<file path="config.mk">
export PLATFORM = sky130hd
export DESIGN_NAME = i2c_target_regport_flat
export DESIGN_NICKNAME = d
export VERILOG_FILES = /design/src/rtl/i2c_target_regport_pkg.sv /design/src/rtl/i2c_target_regport_if.sv /design/src/rtl/i2c_target_regport_filter.sv /design/src/rtl/i2c_target_regport.sv /design/src/flat_wrapper.sv
export SDC_FILE = /design/constraint.sdc
export NUM_CORES = 1
export LEC_CHECK = 0
export BUFFER_PORTS_ARGS = -buffer_cell sky130_fd_sc_hd__buf_4
export CORE_ASPECT_RATIO = 1.75
export CORE_MARGIN = 2
export CORE_UTILIZATION = 50
export CTS_CLUSTER_SIZE = 8
export DETAILED_ROUTE_END_ITERATION = 12
export MAX_ROUTING_LAYER = met4
export PLACE_DENSITY = 0.76
export SYNTH_ARGS = -nofsm -noshare
export SYNTH_HDL_FRONTEND = slang
export SYNTH_SLANG_ARGS = --single-unit
</file>
<file path="constraint.sdc">
create_clock -name io_mainClk -period 1.5 [get_ports io_mainClk]
set_input_delay 0.075 -clock io_mainClk [delete_from_list [all_inputs] [get_ports io_mainClk]]
set_output_delay 0.075 -clock io_mainClk [all_outputs]
set_load 0.05 [all_outputs]
</file>
<file path="src/rtl/i2c_target_regport_pkg.sv">
// i2c_target_regport shared types and constants.
// FSM state encoding, SDA drive levels, bit-counter width.
package i2c_target_regport_pkg;

   typedef enum logic [3:0] {
      ST_IDLE,
      ST_ADDR,
      ST_ADDR_ACK,
      ST_PTR,
      ST_PTR_ACK,
      ST_WDATA,
      ST_WDATA_ACK,
      ST_RDATA,
      ST_RACK,
      ST_IGNORE
   } state_t;

   localparam logic SDA_ACK = 1'b0;
   localparam logic SDA_REL = 1'b1;

   localparam int BITCNT_W = 3;
   localparam logic [BITCNT_W-1:0] BIT_LAST = 3'd7;

endpackage

</file>
<file path="src/rtl/i2c_target_regport_if.sv">
// i2c_target_regport bus bundle: open-drain I2C pins and register port.
// slave = the target, master = whatever drives the pins and serves rdata.
interface i2c_target_regport_if #(
   parameter int ADDR_W = 8
);

   logic              io_i2c_scl_read;
   logic              io_i2c_sda_read;
   logic              io_i2c_sda_write;
   logic [ADDR_W-1:0] io_reg_addr;
   logic [7:0]        io_reg_wdata;
   logic              io_reg_we;
   logic [7:0]        io_reg_rdata;
   logic              io_busy;

   modport slave (
      input  io_i2c_scl_read,
      input  io_i2c_sda_read,
      input  io_reg_rdata,
      output io_i2c_sda_write,
      output io_reg_addr,
      output io_reg_wdata,
      output io_reg_we,
      output io_busy
   );

   modport master (
      output io_i2c_scl_read,
      output io_i2c_sda_read,
      output io_reg_rdata,
      input  io_i2c_sda_write,
      input  io_reg_addr,
      input  io_reg_wdata,
      input  io_reg_we,
      input  io_busy
   );

endinterface

</file>
<file path="src/rtl/i2c_target_regport_filter.sv">
// Per-line input conditioner: 2-FF sync, then FILTER_LEN stability filter.
// Ports: i_clk, i_rst_n, i_raw -> o_level, o_rise, o_fall (1-cycle pulses).
module i2c_target_regport_filter #(
   parameter int FILTER_LEN = 3
) (
   input  logic i_clk,
   input  logic i_rst_n,
   input  logic i_raw,
   output logic o_level,
   output logic o_rise,
   output logic o_fall
);

   localparam int CW = $clog2(FILTER_LEN + 1);

   logic [1:0]    r_sync;
   logic          r_level;
   logic          r_level_d;
   logic [CW-1:0] r_cnt;

   // Idle bus is high on both lines, so everything resets to 1.
   always_ff @(posedge i_clk or negedge i_rst_n) begin
      if (!i_rst_n) begin
         r_sync    <= 2'b11;
         r_level   <= 1'b1;
         r_level_d <= 1'b1;
         r_cnt     <= '0;
      end else begin
         r_sync    <= {r_sync[0], i_raw};
         r_level_d <= r_level;
         // Accept a new level only after FILTER_LEN consecutive cycles.
         if (r_sync[1] == r_level) begin
            r_cnt <= '0;
         end else if (r_cnt == CW'(FILTER_LEN - 1)) begin
            r_level <= r_sync[1];
            r_cnt   <= '0;
         end else begin
            r_cnt <= r_cnt + CW'(1);
         end
      end
   end

   assign o_level = r_level;
   assign o_rise  = r_level & ~r_level_d;
   assign o_fall  = ~r_level & r_level_d;

endmodule

</file>
<file path="src/rtl/i2c_target_regport.sv">
// I2C target with byte-wide register port and auto-incrementing pointer.
// Ports: io_mainClk, io_asyncResetn, bus (slave: pins, reg port, busy).
module i2c_target_regport
   import i2c_target_regport_pkg::*;
#(
   parameter logic [6:0] TARGET_ADDR = 7'h42,
   parameter int         ADDR_W      = 8,
   parameter int         FILTER_LEN  = 3
) (
   input logic                  io_mainClk,
   input logic                  io_asyncResetn,
   i2c_target_regport_if.slave  bus
);

   logic [1:0]          r_rst_sync;
   logic                w_rst_n;
   logic                w_scl_lvl, w_scl_rise, w_scl_fall;
   logic                w_sda_lvl, w_sda_rise, w_sda_fall;
   logic                w_scl_edge, w_start, w_stop;
   logic [7:0]          w_byte;

   state_t              r_state, w_state_n;
   logic [7:0]          r_shreg, w_shreg_n;
   logic [BITCNT_W-1:0] r_bitcnt, w_bitcnt_n;
   logic [ADDR_W-1:0]   r_addr, w_addr_n;
   logic [7:0]          r_wdata, w_wdata_n;
   logic                r_we, w_we_n;
   logic                r_inc, w_inc_n;
   logic                r_busy, w_busy_n;
   logic                r_sda, w_sda_n;
   logic                r_acked, w_acked_n;

   // Asynchronous assertion, synchronous release.
   always_ff @(posedge io_mainClk or negedge io_asyncResetn) begin
      if (!io_asyncResetn) r_rst_sync <= 2'b00;
      else                 r_rst_sync <= {r_rst_sync[0], 1'b1};
   end
   assign w_rst_n = r_rst_sync[1];

   i2c_target_regport_filter #(.FILTER_LEN(FILTER_LEN)) u_scl (
      .i_clk(io_mainClk), .i_rst_n(w_rst_n), .i_raw(bus.io_i2c_scl_read),
      .o_level(w_scl_lvl), .o_rise(w_scl_rise), .o_fall(w_scl_fall)
   );

   i2c_target_regport_filter #(.FILTER_LEN(FILTER_LEN)) u_sda (
      .i_clk(io_mainClk), .i_rst_n(w_rst_n), .i_raw(bus.io_i2c_sda_read),
      .o_level(w_sda_lvl), .o_rise(w_sda_rise), .o_fall(w_sda_fall)
   );

   // An SCL edge in the same cycle masks any SDA edge.
   assign w_scl_edge = w_scl_rise | w_scl_fall;
   assign w_start    = w_sda_fall & w_scl_lvl & ~w_scl_edge;
   assign w_stop     = w_sda_rise & w_scl_lvl & ~w_scl_edge;
   assign w_byte     = {r_shreg[6:0], w_sda_lvl};

   always_ff @(posedge io_mainClk or negedge w_rst_n) begin
      if (!w_rst_n) begin
         r_state  <= ST_IDLE;
         r_shreg  <= '0;
         r_bitcnt <= '0;
         r_addr   <= '0;
         r_wdata  <= '0;
         r_we     <= 1'b0;
         r_inc    <= 1'b0;
         r_busy   <= 1'b0;
         r_sda    <= SDA_REL;
         r_acked  <= 1'b0;
      end else begin
         r_state  <= w_state_n;
         r_shreg  <= w_shreg_n;
         r_bitcnt <= w_bitcnt_n;
         r_addr   <= w_addr_n;
         r_wdata  <= w_wdata_n;
         r_we     <= w_we_n;
         r_inc    <= w_inc_n;
         r_busy   <= w_busy_n;
         r_sda    <= w_sda_n;
         r_acked  <= w_acked_n;
      end
   end

   always_comb begin
      w_state_n  = r_state;
      w_shreg_n  = r_shreg;
      w_bitcnt_n = r_bitcnt;
      w_addr_n   = r_addr;
      w_wdata_n  = r_wdata;
      w_we_n     = 1'b0;
      w_inc_n    = 1'b0;
      w_busy_n   = r_busy;
      w_sda_n    = r_sda;
      w_acked_n  = r_acked;

      // Pointer bump lands the cycle after the write strobe.
      if (r_inc) w_addr_n = r_addr + ADDR_W'(1);

      if (w_stop || w_start) begin
         w_state_n  = w_stop ? ST_IDLE : ST_ADDR;
         w_sda_n    = SDA_REL;
         w_busy_n   = 1'b0;
         w_bitcnt_n = '0;
         w_acked_n  = 1'b0;
      end else begin
         unique case (r_state)
            ST_IDLE, ST_IGNORE: begin
            end
            ST_ADDR, ST_PTR, ST_WDATA: begin
               if (w_scl_rise) begin
                  w_shreg_n  = w_byte;
                  w_bitcnt_n = r_bitcnt + BITCNT_W'(1);
                  if (r_bitcnt == BIT_LAST) begin
                     if (r_state == ST_ADDR) begin
                        w_state_n = (w_byte[7:1] == TARGET_ADDR) ?
                                    ST_ADDR_ACK : ST_IGNORE;
                     end else if (r_state == ST_PTR) begin
                        w_addr_n  = ADDR_W'(w_byte);
                        w_state_n = ST_PTR_ACK;
                     end else begin
                        w_wdata_n = w_byte;
                        w_we_n    = 1'b1;
                        w_inc_n   = 1'b1;
                        w_state_n = ST_WDATA_ACK;
                     end
                  end
               end
            end
            // First fall starts the ACK, second fall ends it.
            ST_ADDR_ACK, ST_PTR_ACK, ST_WDATA_ACK: begin
               if (w_scl_fall) begin
                  if (r_sda == SDA_REL) begin
                     w_sda_n = SDA_ACK;
                     if (r_state == ST_ADDR_ACK) w_busy_n = 1'b1;
                  end else if (r_state == ST_ADDR_ACK && r_shreg[0]) begin
                     w_shreg_n  = bus.io_reg_rdata;
                     w_sda_n    = bus.io_reg_rdata[7];
                     w_bitcnt_n = '0;
                     w_state_n  = ST_RDATA;
                  end else begin
                     w_sda_n    = SDA_REL;
                     w_bitcnt_n = '0;
                     w_state_n  = (r_state == ST_ADDR_ACK) ? ST_PTR : ST_WDATA;
                  end
               end
            end
            ST_RDATA: begin
               if (w_scl_rise) begin
                  w_bitcnt_n = r_bitcnt + BITCNT_W'(1);
                  if (r_bitcnt == BIT_LAST) w_state_n = ST_RACK;
               end else if (w_scl_fall) begin
                  w_shreg_n = {r_shreg[6:0], 1'b0};
                  w_sda_n   = r_shreg[6];
               end
            end
            ST_RACK: begin
               if (w_scl_rise) begin
                  if (w_sda_lvl == SDA_ACK) begin
                     w_addr_n  = r_addr + ADDR_W'(1);
                     w_acked_n = 1'b1;
                  end else begin
                     w_state_n = ST_IGNORE;
                     w_busy_n  = 1'b0;
                     w_sda_n   = SDA_REL;
                  end
               end else if (w_scl_fall) begin
                  if (r_acked) begin
                     w_shreg_n  = bus.io_reg_rdata;
                     w_sda_n    = bus.io_reg_rdata[7];
                     w_bitcnt_n = '0;
                     w_acked_n  = 1'b0;
                     w_state_n  = ST_RDATA;
                  end else begin
                     w_sda_n = SDA_REL;
                  end
               end
            end
            default: w_state_n = ST_IDLE;
         endcase
      end
   end

   assign bus.io_i2c_sda_write = r_sda;
   assign bus.io_reg_addr      = r_addr;
   assign bus.io_reg_wdata     = r_wdata;
   assign bus.io_reg_we        = r_we;
   assign bus.io_busy          = r_busy;

endmodule

</file>
<file path="src/flat_wrapper.sv">
// flat-port wrapper written by rule: the top's interface ports become plain ports
module i2c_target_regport_flat import i2c_target_regport_pkg::*;
#(
   parameter logic [6:0] TARGET_ADDR = 7'h42,
   parameter int         ADDR_W      = 8,
   parameter int         FILTER_LEN  = 3
)
  (io_mainClk, io_asyncResetn, bus_io_i2c_scl_read, bus_io_i2c_sda_read, bus_io_reg_rdata, bus_io_i2c_sda_write, bus_io_reg_addr, bus_io_reg_wdata, bus_io_reg_we, bus_io_busy);
  i2c_target_regport_if #(.ADDR_W(ADDR_W)) bus_i ();
  input logic io_mainClk;
  input logic io_asyncResetn;
  input wire logic [$bits(bus_i.io_i2c_scl_read)-1:0] bus_io_i2c_scl_read;
  input wire logic [$bits(bus_i.io_i2c_sda_read)-1:0] bus_io_i2c_sda_read;
  input wire logic [$bits(bus_i.io_reg_rdata)-1:0] bus_io_reg_rdata;
  output wire logic [$bits(bus_i.io_i2c_sda_write)-1:0] bus_io_i2c_sda_write;
  output wire logic [$bits(bus_i.io_reg_addr)-1:0] bus_io_reg_addr;
  output wire logic [$bits(bus_i.io_reg_wdata)-1:0] bus_io_reg_wdata;
  output wire logic [$bits(bus_i.io_reg_we)-1:0] bus_io_reg_we;
  output wire logic [$bits(bus_i.io_busy)-1:0] bus_io_busy;
  assign bus_i.io_i2c_scl_read = bus_io_i2c_scl_read;
  assign bus_i.io_i2c_sda_read = bus_io_i2c_sda_read;
  assign bus_i.io_reg_rdata = bus_io_reg_rdata;
  assign bus_io_i2c_sda_write = bus_i.io_i2c_sda_write;
  assign bus_io_reg_addr = bus_i.io_reg_addr;
  assign bus_io_reg_wdata = bus_i.io_reg_wdata;
  assign bus_io_reg_we = bus_i.io_reg_we;
  assign bus_io_busy = bus_i.io_busy;
  i2c_target_regport #(.TARGET_ADDR(TARGET_ADDR), .ADDR_W(ADDR_W), .FILTER_LEN(FILTER_LEN)) u_core (.io_mainClk(io_mainClk), .io_asyncResetn(io_asyncResetn), .bus(bus_i));
endmodule
</file>
==> results by group <==
Floorplanning
  • Die height: slightly above 100 um
  • Ports: 31
  • Cell row count: 35
  • Starting Density: approximately 50%
  • Core Box Area: between 5000 and 6000 um2
  • Die Wd: roughly 60 um
  • Die area: slightly above 6000 um2

Clock tree
  • Total CTS buffers: 5
  • Worst skew pair latency: a little over 0.3 ns
  • Root Buffer: clkbuf_8
  • Clock sink count: 48
  • Max Buffers Root-to-Sink: 2
  • H-tree levels: 2
  • CTS tree: done
  • Reg clk slew, reported paths: 0.10 ns

Finish
  • Commonest non-fill, non-tap cell in the layout: buf_4
  • N_diodes: 0
  • Share of cells above drive strength 1: roughly 54%
  • Most frequent cells in the layout: 101 x buf_4, 33 x dfrtp_1, 16 x mux2_4
  • Synth-to-layout area growth: 51.9%
  • Final net count: 392

Critical path
  • Worst setup SP type: flip-flop
  • WP data arrival: 2.25 ns
  • Slowest-stage cell, CP: dfrtp_1
  • Crit-path cells: buf_4 -> nor2_1 -> xnor2_1 -> nor2_1 -> buf_4 -> mux2_2 -> mux2_4
  • Critical path type: reg2reg
  • Critical Path Max Stage Delay: 0.44 ns
  • Crit. End Element: flip-flop
  • Req. time, crit path: 1.69 ns
  • CP Max Fanout: 9

Routing
  • DR pass1 iterations: 4
  • Post-DR wirelength/cell: just over 20 um
  • DRC: 0
  • Via Count: ~2600
  • WL final: 8700 um
  • Post-DRT Antenna Nets: 0
  • Routed wl met2: between 4000 and 5000 um
  • Drt via density: 6.05
  • Metal-1 WL: 3240 um
  • Drt initial violations: ~140
  • Top sig layer: met4
  • Wire length on met3: 283 um

STA
  • Max Slew Vio Count: 0
  • Slew Limit Headroom: a little over three fifths
  • Sum Neg Setup Slack: -14.41 ns
  • Ratio of final minimum period to clock period: 137%
  • Unrepaired setup endpoints after global routing: true
  • Setup WS post-layout: -0.559 ns
  • Clock skew: approximately 0.012 ns
  • Fmax: roughly 490 MHz
  • Hold Vio Cnt, Final: 0
  • Finish-stage setup viols: 33
  • Minimum clock period: a little over 2 ns
  • Worst Tran Pin Value: between 0.5 and 0.6 ns

Global route
  • First-pass GRT wire length: between 10000 and 15000 um
  • Initial antenna violation count: 0
  • Largest net degree at the start of global routing: 24
  • GRT overflow: 0
  • Total track usage: between 30% and 40%
  • Via count of the first global-routing pass: roughly 2800

Status
  • Failing checks: negative setup slack
  • Status: finished with violations

Pwr
  • Pwr/cell area: roughly 2400 nW/um2
  • Worst VDD drop: roughly 1.4 mV
  • Leak pwr: ~1.9 nW

Flow run
  • MaxCap Viol Count: 0

Yosys
  • Cell count after synthesis: 260
  • Number of synthesized flops with an enable pin: 0
  • Synthesis Warnings: 0
  • Synth Cell Area: ~2700 um2
  • Syn avg cell area: 10.4 um2
  • Register area share after synthesis: 44.9%
  • Synth unique cells: 58
  • Synth Net Count: about 280
  • Asr flop ratio synth: 100%
  • Yosys reg bits: 48
  • Synth Flop Type: dfrtp_1

Worst hold path
  • Worst hold path type: in2async

Placement
  • Port bufs: 30
  • Final Wtd Congestion: 0.948
  • Place WS: -0.668 ns
  • Detailed placer's ending HPWL: 5990 um
-- kinds of logic after synthesis --
logic type	share of synthesized area, %
fa+ha+maj	2.31
other cells	0.139
compound gates	17.9
simple gates	14.8
flops	44.9
mux	10.7
xor+xnor	5.19
buf+inv	4.03
-- worst max-delay path: cells and delay by family (launching register included) --
kind	cells	cell delay (ns)
XOR/XNOR	1	0.14
buffers and inverters	2	0.36
flip-flops	1	0.44
multiplexers	2	0.61
AND/OR/NAND/NOR	2	0.38
-- layer usage --
| metal | GRT usage, % | up-vias |
|---|---|---|
| met5 | - | - |
| met4 | 15.9 | 0 |
| met3 | 3.96 | 29 |
| met2 | 53.8 | 90 |
| met1 | 32.3 | 1296 |
| li1 | - | 1193 |
-- synth_stat cells (8+ instances only) --
master    count  area share, %
nand2_1      13            1.8
nor3_1        9            1.7
xor2_1        8            2.6
xnor2_1       8            2.6
o21ai_0      19            3.5
dfrtp_1      39             36
a21oi_1       9            1.7
dfstp_2       9            8.8
nor2_1       16            2.2
inv_1         9            1.2
clkbuf_1     10            1.4
mux2_2       24             10
-- stage by stage --
stage | power [W] | util (%) | cell area, um2 | std cells | hold WS, ns
finish | 0.00980 | 78.1 | 4110 | 431 | 0.0894
global route | 0.0104 | 78.1 | 4110 | 431 | 0.0771
CTS | 0.00906 | 73.1 | 3840 | 421 | 0.0939
detailed placement | 0.00793 | 68.6 | 3600 | 405 | -0.140
global placement | 0.00781 | 68.6 | 3600 | 405 | -0.143
floorplan | 0.00561 | - | 2820 | 260 | -0.221
-- area by class of cell --
type	count	area, um2
clock buffer	6	72.6
tap	55	68.8
multi-input combinational	187	1650
fill	332	1150
inverter	10	42.5
sequential	48	1220
timing repair buffer	123	1040
clock inverter	2	12.5
-- sequential cells by signal, summed over array words and instances, names as in the netlist --
register and cells:
u_core.bus.io_reg_addr 8, u_core.bus.io_reg_we 1, u_core.bus.io_i2c_sda_write 1, u_core.u_sda.o_level 1
u_core.u_sda.r_level_d 1, u_core.bus.io_reg_wdata 8, u_core.r_state 4, u_core.u_scl.r_cnt 2
u_core.u_sda.r_cnt 2, u_core.bus.io_busy 1, u_core.r_rst_sync 2, u_core.u_scl.o_level 1
u_core.r_shreg 7, u_core.u_scl.r_sync 2, u_core.r_acked 1, u_core.r_bitcnt 3
u_core.u_scl.r_level_d 1, u_core.u_sda.r_sync 2
-- worst paths after layout --
check                                     startpoint                endpoint  slack [ns]  cells past startpoint
worst max-delay path               u_core.r_state[2]       u_core.r_shreg[6]       -0.56                      7
worst min-delay path                  io_asyncResetn    u_core.r_rst_sync[1]        0.09                      2
worst max register to register     u_core.r_state[2]       u_core.r_shreg[6]       -0.56                      7
worst min register to register  u_core.r_rst_sync[1]       u_core.r_shreg[6]        0.19                      0
max in group asynchronous       u_core.r_rst_sync[1]  u_core.u_scl.r_level_d        0.74                      1
min in group io_mainClk          bus_io_reg_rdata[1]       u_core.r_shreg[1]        0.14                      3
-- repair_timing --
| action | 4_1_cts | 5_1_grt |
|---|---|---|
| hold buffers | 3 | 0 |
| hold endpoints to repair | 4 | 0 |
| resized for setup | 24 | 43 |
| setup buffers | 5 | 11 |
| endpoints found under the setup margin | 34 | 34 |
| pin swaps | 10 | 11 |
-- power breakdown --
part           internal [W]  switching, W  total, W
logic               0.00339       0.00341   0.00681
clock network      0.000327      0.000463  0.000790
registers           0.00179      0.000416   0.00221
No activity file was read; power rests on OpenSTA's default activity.
